$ cat src/rtl/fft_pkg.sv
// Shared definitions for the FFT memory controller: controller state
// encoding, default build constants and the index arithmetic used to walk an
// in-place radix-2 DIT transform.
package fft_pkg;

    localparam int unsigned FFT_LOG2N_DEF  = 4;
    localparam int unsigned FFT_ADDR_W_DEF = 16;
    localparam int unsigned FFT_WB_LAT_DEF = 3;

    typedef enum logic [2:0] {
        IDLE,
        LOAD,
        COMPUTE,
        UNLOAD,
        DONE
    } fft_state_t;

    // Reverse the low nbits of v; bits above nbits come back as zero.
    function automatic logic [31:0] fft_bitrev(input logic [31:0] v,
                                               input int unsigned nbits);
        logic [31:0] r;
        logic [31:0] x;
        r = '0;
        x = v;
        for (int unsigned i = 0; i < 32; i++) begin
            if (i < nbits) begin
                r = {r[30:0], x[0]};
                x = x >> 1;
            end
        end
        return r;
    endfunction

    // Upper-wing address of butterfly k in stage s.
    function automatic int unsigned fft_bfly_a(input int unsigned s,
                                               input int unsigned k);
        int unsigned half;
        half = 1 << s;
        return ((k >> s) << (s + 1)) | (k & (half - 1));
    endfunction

    // Lower-wing address of butterfly k in stage s.
    function automatic int unsigned fft_bfly_b(input int unsigned s,
                                               input int unsigned k);
        return fft_bfly_a(s, k) + (1 << s);
    endfunction

    // Twiddle ROM index of butterfly k in stage s of a 2**log2n transform.
    function automatic int unsigned fft_bfly_tw(input int unsigned s,
                                                input int unsigned k,
                                                input int unsigned log2n);
        int unsigned half;
        half = 1 << s;
        return (k & (half - 1)) << (log2n - 1 - s);
    endfunction

endpackage

$ cat src/rtl/fft_wb_delay.sv
// Writeback delay line: carries each compute read's {address, valid} forward
// so the butterfly result is written back to the same address DEPTH cycles
// after it was loaded into the slot.
//   clk       system clock
//   rst       synchronous active-high clear of every slot
//   in_addr   address entering the line
//   in_valid  marks a real read (as opposed to an idle cycle)
//   out_addr  address leaving the line after DEPTH clocks
//   out_valid valid leaving the line after DEPTH clocks
module fft_wb_delay #(
    parameter int unsigned DEPTH = 3,
    parameter int unsigned AW    = 16
) (
    input  logic          clk,
    input  logic          rst,
    input  logic [AW-1:0] in_addr,
    input  logic          in_valid,
    output logic [AW-1:0] out_addr,
    output logic          out_valid
);

    logic [DEPTH-1:0][AW-1:0] addr_sr;
    logic [DEPTH-1:0]         valid_sr;

    always_ff @(posedge clk) begin
        if (rst) begin
            addr_sr  <= '0;
            valid_sr <= '0;
        end else begin
            addr_sr  <= {addr_sr[DEPTH-2:0], in_addr};
            valid_sr <= {valid_sr[DEPTH-2:0], in_valid};
        end
    end

    assign out_addr  = addr_sr[DEPTH-1];
    assign out_valid = valid_sr[DEPTH-1];

endmodule

$ cat src/rtl/fft_mem_ctrl.sv
// Address/control sequencer for one in-place radix-2 DIT FFT held in a
// dual-port RAM (write on posedge, read on negedge). Loads N samples in
// bit-reversed order, walks LOG2N butterfly stages, then streams the result
// out in natural order.
//   clk, rst     system clock, synchronous active-high reset
//   start        begin a transform (IDLE only)
//   in_valid     sample present on RAM data_in (LOAD only)
//   write_addr   RAM write address     write_en  RAM write enable
//   read_addr    RAM read address
//   bfly_ld_a/b  butterfly captures RAM data_out as operand A/B
//   twiddle_idx  twiddle ROM index, valid with bfly_ld_a
//   stage        current compute stage
//   out_valid    RAM data_out is an output sample
//   busy         not IDLE              done  one-cycle completion pulse
module fft_mem_ctrl
    import fft_pkg::*;
#(
    parameter  int unsigned LOG2N          = FFT_LOG2N_DEF,
    parameter  int unsigned ADDR_BIT_WIDTH = FFT_ADDR_W_DEF,
    parameter  int unsigned WB_LAT         = FFT_WB_LAT_DEF,
    localparam int unsigned TW_W = (LOG2N > 1) ? LOG2N - 1 : 1,
    localparam int unsigned ST_W = (LOG2N > 1) ? $clog2(LOG2N) : 1
) (
    input  logic                      clk,
    input  logic                      rst,
    input  logic                      start,
    input  logic                      in_valid,
    output logic [ADDR_BIT_WIDTH-1:0] write_addr,
    output logic                      write_en,
    output logic [ADDR_BIT_WIDTH-1:0] read_addr,
    output logic                      bfly_ld_a,
    output logic                      bfly_ld_b,
    output logic [TW_W-1:0]           twiddle_idx,
    output logic [ST_W-1:0]           stage,
    output logic                      out_valid,
    output logic                      busy,
    output logic                      done
);

    localparam int unsigned N         = 1 << LOG2N;
    localparam int unsigned STAGE_CYC = N + WB_LAT;
    localparam int unsigned CW        = $clog2(STAGE_CYC) + 1;

    fft_state_t state_q, state_n;
    logic [CW-1:0]             cnt_q, cnt_n, k_n;
    logic [ST_W-1:0]           stage_q, stage_n;
    logic [ADDR_BIT_WIDTH-1:0] rd_addr_n, wr_addr_n, wb_addr;
    logic [TW_W-1:0]           tw_n;
    logic                      rd_v_n, ld_a_n, ld_b_n, out_valid_n;
    logic                      wr_en_n, wb_valid;

    // Next-state logic. cnt is the load count in LOAD, the cycle within the
    // stage in COMPUTE (reads in 0..N-1, last writeback at N+WB_LAT-1) and
    // the read index in UNLOAD.
    always_comb begin
        state_n = state_q;
        cnt_n   = cnt_q;
        stage_n = stage_q;
        unique case (state_q)
            IDLE: begin
                if (start) begin
                    state_n = LOAD;
                    cnt_n   = '0;
                end
            end
            LOAD: begin
                if (in_valid) begin
                    if (cnt_q == CW'(N - 1)) begin
                        state_n = COMPUTE;
                        cnt_n   = '0;
                        stage_n = '0;
                    end else begin
                        cnt_n = cnt_q + CW'(1);
                    end
                end
            end
            COMPUTE: begin
                if (cnt_q == CW'(STAGE_CYC - 1)) begin
                    cnt_n = '0;
                    if (stage_q == ST_W'(LOG2N - 1)) begin
                        state_n = UNLOAD;
                    end else begin
                        stage_n = stage_q + ST_W'(1);
                    end
                end else begin
                    cnt_n = cnt_q + CW'(1);
                end
            end
            UNLOAD: begin
                if (cnt_q == CW'(N - 1)) begin
                    state_n = DONE;
                    cnt_n   = '0;
                end else begin
                    cnt_n = cnt_q + CW'(1);
                end
            end
            DONE:    state_n = IDLE;
            default: state_n = IDLE;
        endcase
    end

    // Read-side outputs are decoded from the next state/counter so that the
    // registered outputs line up with the cycle the state register describes.
    always_comb begin
        rd_addr_n   = '0;
        rd_v_n      = 1'b0;
        ld_a_n      = 1'b0;
        ld_b_n      = 1'b0;
        tw_n        = '0;
        out_valid_n = 1'b0;
        k_n         = cnt_n >> 1;
        if (state_n == COMPUTE && cnt_n < CW'(N)) begin
            rd_v_n = 1'b1;
            if (cnt_n[0]) begin
                ld_b_n    = 1'b1;
                rd_addr_n = ADDR_BIT_WIDTH'(fft_bfly_b(32'(stage_n), 32'(k_n)));
            end else begin
                ld_a_n    = 1'b1;
                rd_addr_n = ADDR_BIT_WIDTH'(fft_bfly_a(32'(stage_n), 32'(k_n)));
                tw_n      = TW_W'(fft_bfly_tw(32'(stage_n), 32'(k_n), LOG2N));
            end
        end else if (state_n == UNLOAD) begin
            out_valid_n = 1'b1;
            rd_addr_n   = ADDR_BIT_WIDTH'(cnt_n);
        end
    end

    // The line is fed the value about to be registered onto read_addr, so
    // its last slot plus the write_addr register give exactly WB_LAT cycles.
    fft_wb_delay #(
        .DEPTH (WB_LAT),
        .AW    (ADDR_BIT_WIDTH)
    ) u_wb_delay (
        .clk       (clk),
        .rst       (rst),
        .in_addr   (rd_addr_n),
        .in_valid  (rd_v_n),
        .out_addr  (wb_addr),
        .out_valid (wb_valid)
    );

    // Load writes and compute writebacks never coincide: the line is empty
    // throughout LOAD and only starts emitting WB_LAT cycles into COMPUTE.
    always_comb begin
        wr_en_n   = 1'b0;
        wr_addr_n = '0;
        if (state_q == LOAD && in_valid) begin
            wr_en_n   = 1'b1;
            wr_addr_n = ADDR_BIT_WIDTH'(fft_bitrev(32'(cnt_q), LOG2N));
        end else if (wb_valid) begin
            wr_en_n   = 1'b1;
            wr_addr_n = wb_addr;
        end
    end

    always_ff @(posedge clk) begin
        if (rst) begin
            state_q     <= IDLE;
            cnt_q       <= '0;
            stage_q     <= '0;
            write_addr  <= '0;
            write_en    <= 1'b0;
            read_addr   <= '0;
            bfly_ld_a   <= 1'b0;
            bfly_ld_b   <= 1'b0;
            twiddle_idx <= '0;
            stage       <= '0;
            out_valid   <= 1'b0;
            busy        <= 1'b0;
            done        <= 1'b0;
        end else begin
            state_q     <= state_n;
            cnt_q       <= cnt_n;
            stage_q     <= stage_n;
            write_addr  <= wr_addr_n;
            write_en    <= wr_en_n;
            read_addr   <= rd_addr_n;
            bfly_ld_a   <= ld_a_n;
            bfly_ld_b   <= ld_b_n;
            twiddle_idx <= tw_n;
            stage       <= (state_n == COMPUTE) ? stage_n : '0;
            out_valid   <= out_valid_n;
            busy        <= (state_n != IDLE);
            done        <= (state_n == DONE);
        end
    end

endmodule

$ cat config.mk
export PLATFORM = sky130hd
export DESIGN_NAME = fft_mem_ctrl
export DESIGN_NICKNAME = d
export VERILOG_FILES = /design/src/rtl/fft_pkg.sv /design/src/rtl/fft_wb_delay.sv /design/src/rtl/fft_mem_ctrl.sv
export SDC_FILE = /design/constraint.sdc
export NUM_CORES = 1
export LEC_CHECK = 0
export BUFFER_PORTS_ARGS = -buffer_cell sky130_fd_sc_hd__buf_2
export CORE_MARGIN = 1.5
export CORE_UTILIZATION = 50
export DETAILED_ROUTE_END_ITERATION = 10
export GPL_TIMING_DRIVEN = 0
export PLACE_DENSITY = 0.7
export SYNTH_ARGS = -nofsm -noshare
export SYNTH_HDL_FRONTEND = slang
export SYNTH_SLANG_ARGS = --single-unit
$ cat constraint.sdc
create_clock -name clk -period 4.6 [get_ports clk]
set_clock_uncertainty 0.1 [all_clocks]
set_input_delay 0.69 -clock clk [delete_from_list [all_inputs] [get_ports clk]]
set_output_delay 0.69 -clock clk [all_outputs]
set_load 0.01 [all_outputs]
==> flow_results.org <==
** Setup path
- Crit-path leading delay family :: simple AND/OR/NAND/NOR gates
- The slowest stage of the critical path is the sky130_fd_sc_hd__or4_1 cell.
- Largest stage delay, worst path :: 0.50 ns
- The critical path goes through inv_1 -> ha_1 -> nor3b_4 -> a41oi_1 -> nor2_2 -> buf_6 -> ha_4 -> clkbuf_4 -> xnor2_4 -> nor2_1 -> a211o_2 -> o21a_1 -> ha_4 -> nor2b_1 -> o21a_1 -> o21ai_0 -> or2_1 -> or4_1 -> a21oi_2.
- For the worst setup path, the data required time is 4.79 ns.
- The worst setup path is captured at a flip-flop.
- Worst path buffer plus inverter count :: 3
- Of all nets on the critical path, the largest fanout is 12.
- The worst setup path is launched from a flip-flop.
- The critical path is of the reg2reg type.
- STA puts the critical path data arrival time at 4.59 ns.

** Synth
- Syn. warnings :: 0
- Number of enable flip-flop cells after synthesis :: 0
- Cell types with the largest area share after synthesis :: sky130_fd_sc_hd__dfxtp_1 (44%), sky130_fd_sc_hd__nor2b_1 (6.2%), sky130_fd_sc_hd__buf_4 (4.5%)
- Proportion of synthesized flip-flops having asynchronous set or reset :: 0
- Top flip-flop cell by instance count after synthesis :: sky130_fd_sc_hd__dfxtp_1
- Of the post-synthesis cell area, the dominant cell type holds 0.438.
- The share of the Yosys chip area taken by registers is 0.438.
- Post-Synthesis Mean Instance Area :: 9.57 sq um
- Yosys cell types :: 70
- Synthesis inferred 77 register bits.
- Area of the mapped netlist :: 3520 sq um
- Post-synthesis cell count :: 368
- The biggest area contributor in the post-synthesis netlist is sky130_fd_sc_hd__dfxtp_1.

** Power
- Dividing total power by cell area gives a power density of 296 nW/um^2.
- Of the total power, the clock network draws 0.415.
- Worst voltage drop across the vdd grid :: 0.133 mV
- Summed over all nets, the switching power comes to 295 uW.
- Share of power burned in combinational logic :: 0.045
- In this run the static leakage power is 1.80 nW.
- The share of total power dissipated in sequential elements is 0.540.
- Power Internal :: 953 uW
- Net switching share of the total power :: 0.237

** GRT
- Layer with the highest usage after global routing :: met2
- In the global route stage, met2 resource usage came out at 0.339.
- Entering global routing, the biggest net connects 16 pins.
- For this run, global-route usage on met3 was measured as 0.0417.
- Leftover overflow at the end of global routing :: 0
- For this run, global-route usage on met1 was measured as 0.252.
- The number of global-route vias before repair came to 2,558.
- Wire length of the first global-routing pass :: 11,800 microns
- Total routing resource utilization after global routing :: 0.201
- The initial antenna violation count came to 0.

** Min path
- The tightest min-delay check is of the reg2reg type.

** Final layout
- Area Overhead vs Synth :: 19.8%
- In the final design database the tool counted 448 nets.
- Share of final-layout standard cells stronger than drive strength 1 :: 0.307
- Leaving out fill and tap cells, the most frequent cells in the layout are sky130_fd_sc_hd__dfxtp_1 (75), sky130_fd_sc_hd__buf_2 (42), sky130_fd_sc_hd__nor2b_1 (35), sky130_fd_sc_hd__buf_4 (26).
- After filler insertion, the fill cell instance count of the layout stands at 586.
- Most common cell after layout, fill and taps aside :: sky130_fd_sc_hd__dfxtp_1
- Antenna Cells :: 0
- At the end of the flow the core is filled with cells to 0.621.

** CTS
- In this run the number of H-tree levels came out at 3.
- The clock passes through at most 2 buffers.
- Root buffer selected by CTS :: sky130_fd_sc_hd__clkbuf_8
- TritonCTS built the clock tree.
- Post-cts hold buffer count :: 0
- Clock buffers created by TritonCTS :: 9
- CTS clk-pin slew, worst paths :: 0.09 ns
- Source-to-sink clock delay at the later pin of the worst-skew pair :: 0.35 ns
- Clock tree sinks :: 77

** Drt
- Detail Route Antenna Nets :: 0
- Summed over all layers, the routed wires come to 7360 microns.
- Average wire length per cell after detail routing :: 13.8 microns
- The first detailed-routing pass took 5 iterations.
- Vias post-DR :: 2,762
- After detailed routing, the number of remaining DRC violations is 0.
- Using the TritonRoute via totals, the vias-per-cell ratio works out to 5.18.
- First-iteration detailed-routing DRC count :: 152

** Floorplan
- Die outline height :: 86.9 microns
- Die Width :: 86.9 microns
- Boundary Pins :: 47
- Effective utilization at floorplan :: 0.518
- The die covers 7550 sq um.
- Standard-cell row count :: 30
- The region available for standard cell placement spans 6790 sq um.

** Timing
- Max frequency :: 227 MHz
- Dividing the final minimum period by the clock period gives 0.957.
- After layout, the minimum clock period comes to 4.40 ns.
- In this run the tightest slew margin relative to its limit is 0.386.
- Setup repair after global routing missed its margin :: yes
- The tightest hold path in the finished design has a slack of 0.323 ns.
- Setup violations remaining at the end of the flow were counted as 0.
- Number of slew-limit violations in the final report :: 0
- For the pin with the worst max-slew slack, the measured transition is 0.919 ns.
- Number of hold violations in the final report :: 0

** Placed design
- During placement, the flow inserted port buffers numbering 40.
- Detail Placement HPWL :: 5250 microns
- At the end of routability-driven placement, the weighted congestion stood at 0.886.

** Flow run
- Maximum Capacitance Violations :: 0

** Status
- Status :: completed
-- metrics by stage --
step | instance area [sq um] | power, mW | setup WS, ns | cells | setup TNS (ns)
floorplan | 3550 | 0.731 | 0.205 | 376 | 0
global placement | 3870 | 0.743 | -0.457 | 512 | -1.21
detailed placement | 3870 | 0.745 | -0.487 | 512 | -1.35
CTS | 4100 | 1.26 | 0.00580 | 528 | 0
global route | 4220 | 1.29 | -0.0432 | 533 | -0.0432
finish | 4220 | 1.25 | 0.197 | 533 | 0
-- flip-flops by register name, summed over array words and instances (netlist names), 2 cells and up --
name	count
cnt_q	6
u_wb_delay.addr_sr	13
u_wb_delay.valid_sr	3
state_q	3
twiddle_idx	3
read_addr	13
write_addr	13
u_wb_delay.out_addr	13
stage_q	2
stage	2
-- routing by layer --
layer / vias up / routed length (microns)
li1: 1375 / -
met2: 92 / 3670
met5: - / 0
met4: 0 / 100
met3: 10 / 375
met1: 1285 / 3220
-- cells by family (layout without fill, tap and decap cells) --
logic type	after synthesis	after routing	synth area share
muxes	9	9	0.0313
DFF	77	77	0.438
and+or+nand+nor	144	144	0.233
buffers and inverters	52	113	0.0999
other	1	9	0.00107
xor gates and xnor gates	4	4	0.00995
adders and majority gates	12	12	0.0448
AOI/OAI and AO/OA	69	69	0.142
-- area by class of cell --
type                       instances  area, sq um  area share
clock inverter                     7         82.6      0.0196
inverter                          11         43.8      0.0104
clock buffer                       9          124      0.0294
sequential                        77         1550       0.367
multi-input combinational        247         1740       0.414
timing repair buffer              45          238      0.0564
buffer                            41          318      0.0754
tap                               96          120      0.0285
-- power by group through the flow --
| stage | combinational, mW | clock (mW) | sequential (mW) |
|---|---|---|---|
| after floorplan | 0.0402 | 0 | 0.691 |
| after global placement | 0.0532 | 0 | 0.690 |
| after detailed placement | 0.0540 | 0 | 0.691 |
| after CTS | 0.0543 | 0.530 | 0.675 |
| after global routing | 0.0614 | 0.557 | 0.675 |
| final | 0.0560 | 0.518 | 0.675 |
-- cells in the mapped netlist (all sizes together), types with 6 or more instances --
cell type  count
buf           28
dfxtp         77
nand3          9
inv           11
mux2i          6
nor4           8
ha            11
clkbuf        13
nand2         21
o21ai         11
and2          10
nor2          24
o22ai          6
nor3           8
nor2b         35
a21oi         17
-- path summary, 6_finish.rpt --
kind,from,to,slack (ns),cells after the start
setup / recovery,cnt_q[0],read_addr[8],0.20,19
hold / removal,u_wb_delay.out_addr[11],write_addr[11],0.32,1
setup reg to reg,cnt_q[0],read_addr[8],0.20,19
hold reg to reg,u_wb_delay.out_addr[11],write_addr[11],0.32,1
-- repair_timing --
item | CTS | global route
buffers inserted | 0 | 5
pin swaps | 0 | 2
setup endpoints to repair | 5 | 6
endpoints found under the hold margin | 0 | 0
resized for setup | 6 | 17
Note: power is estimated with default switching activity, not from simulation.
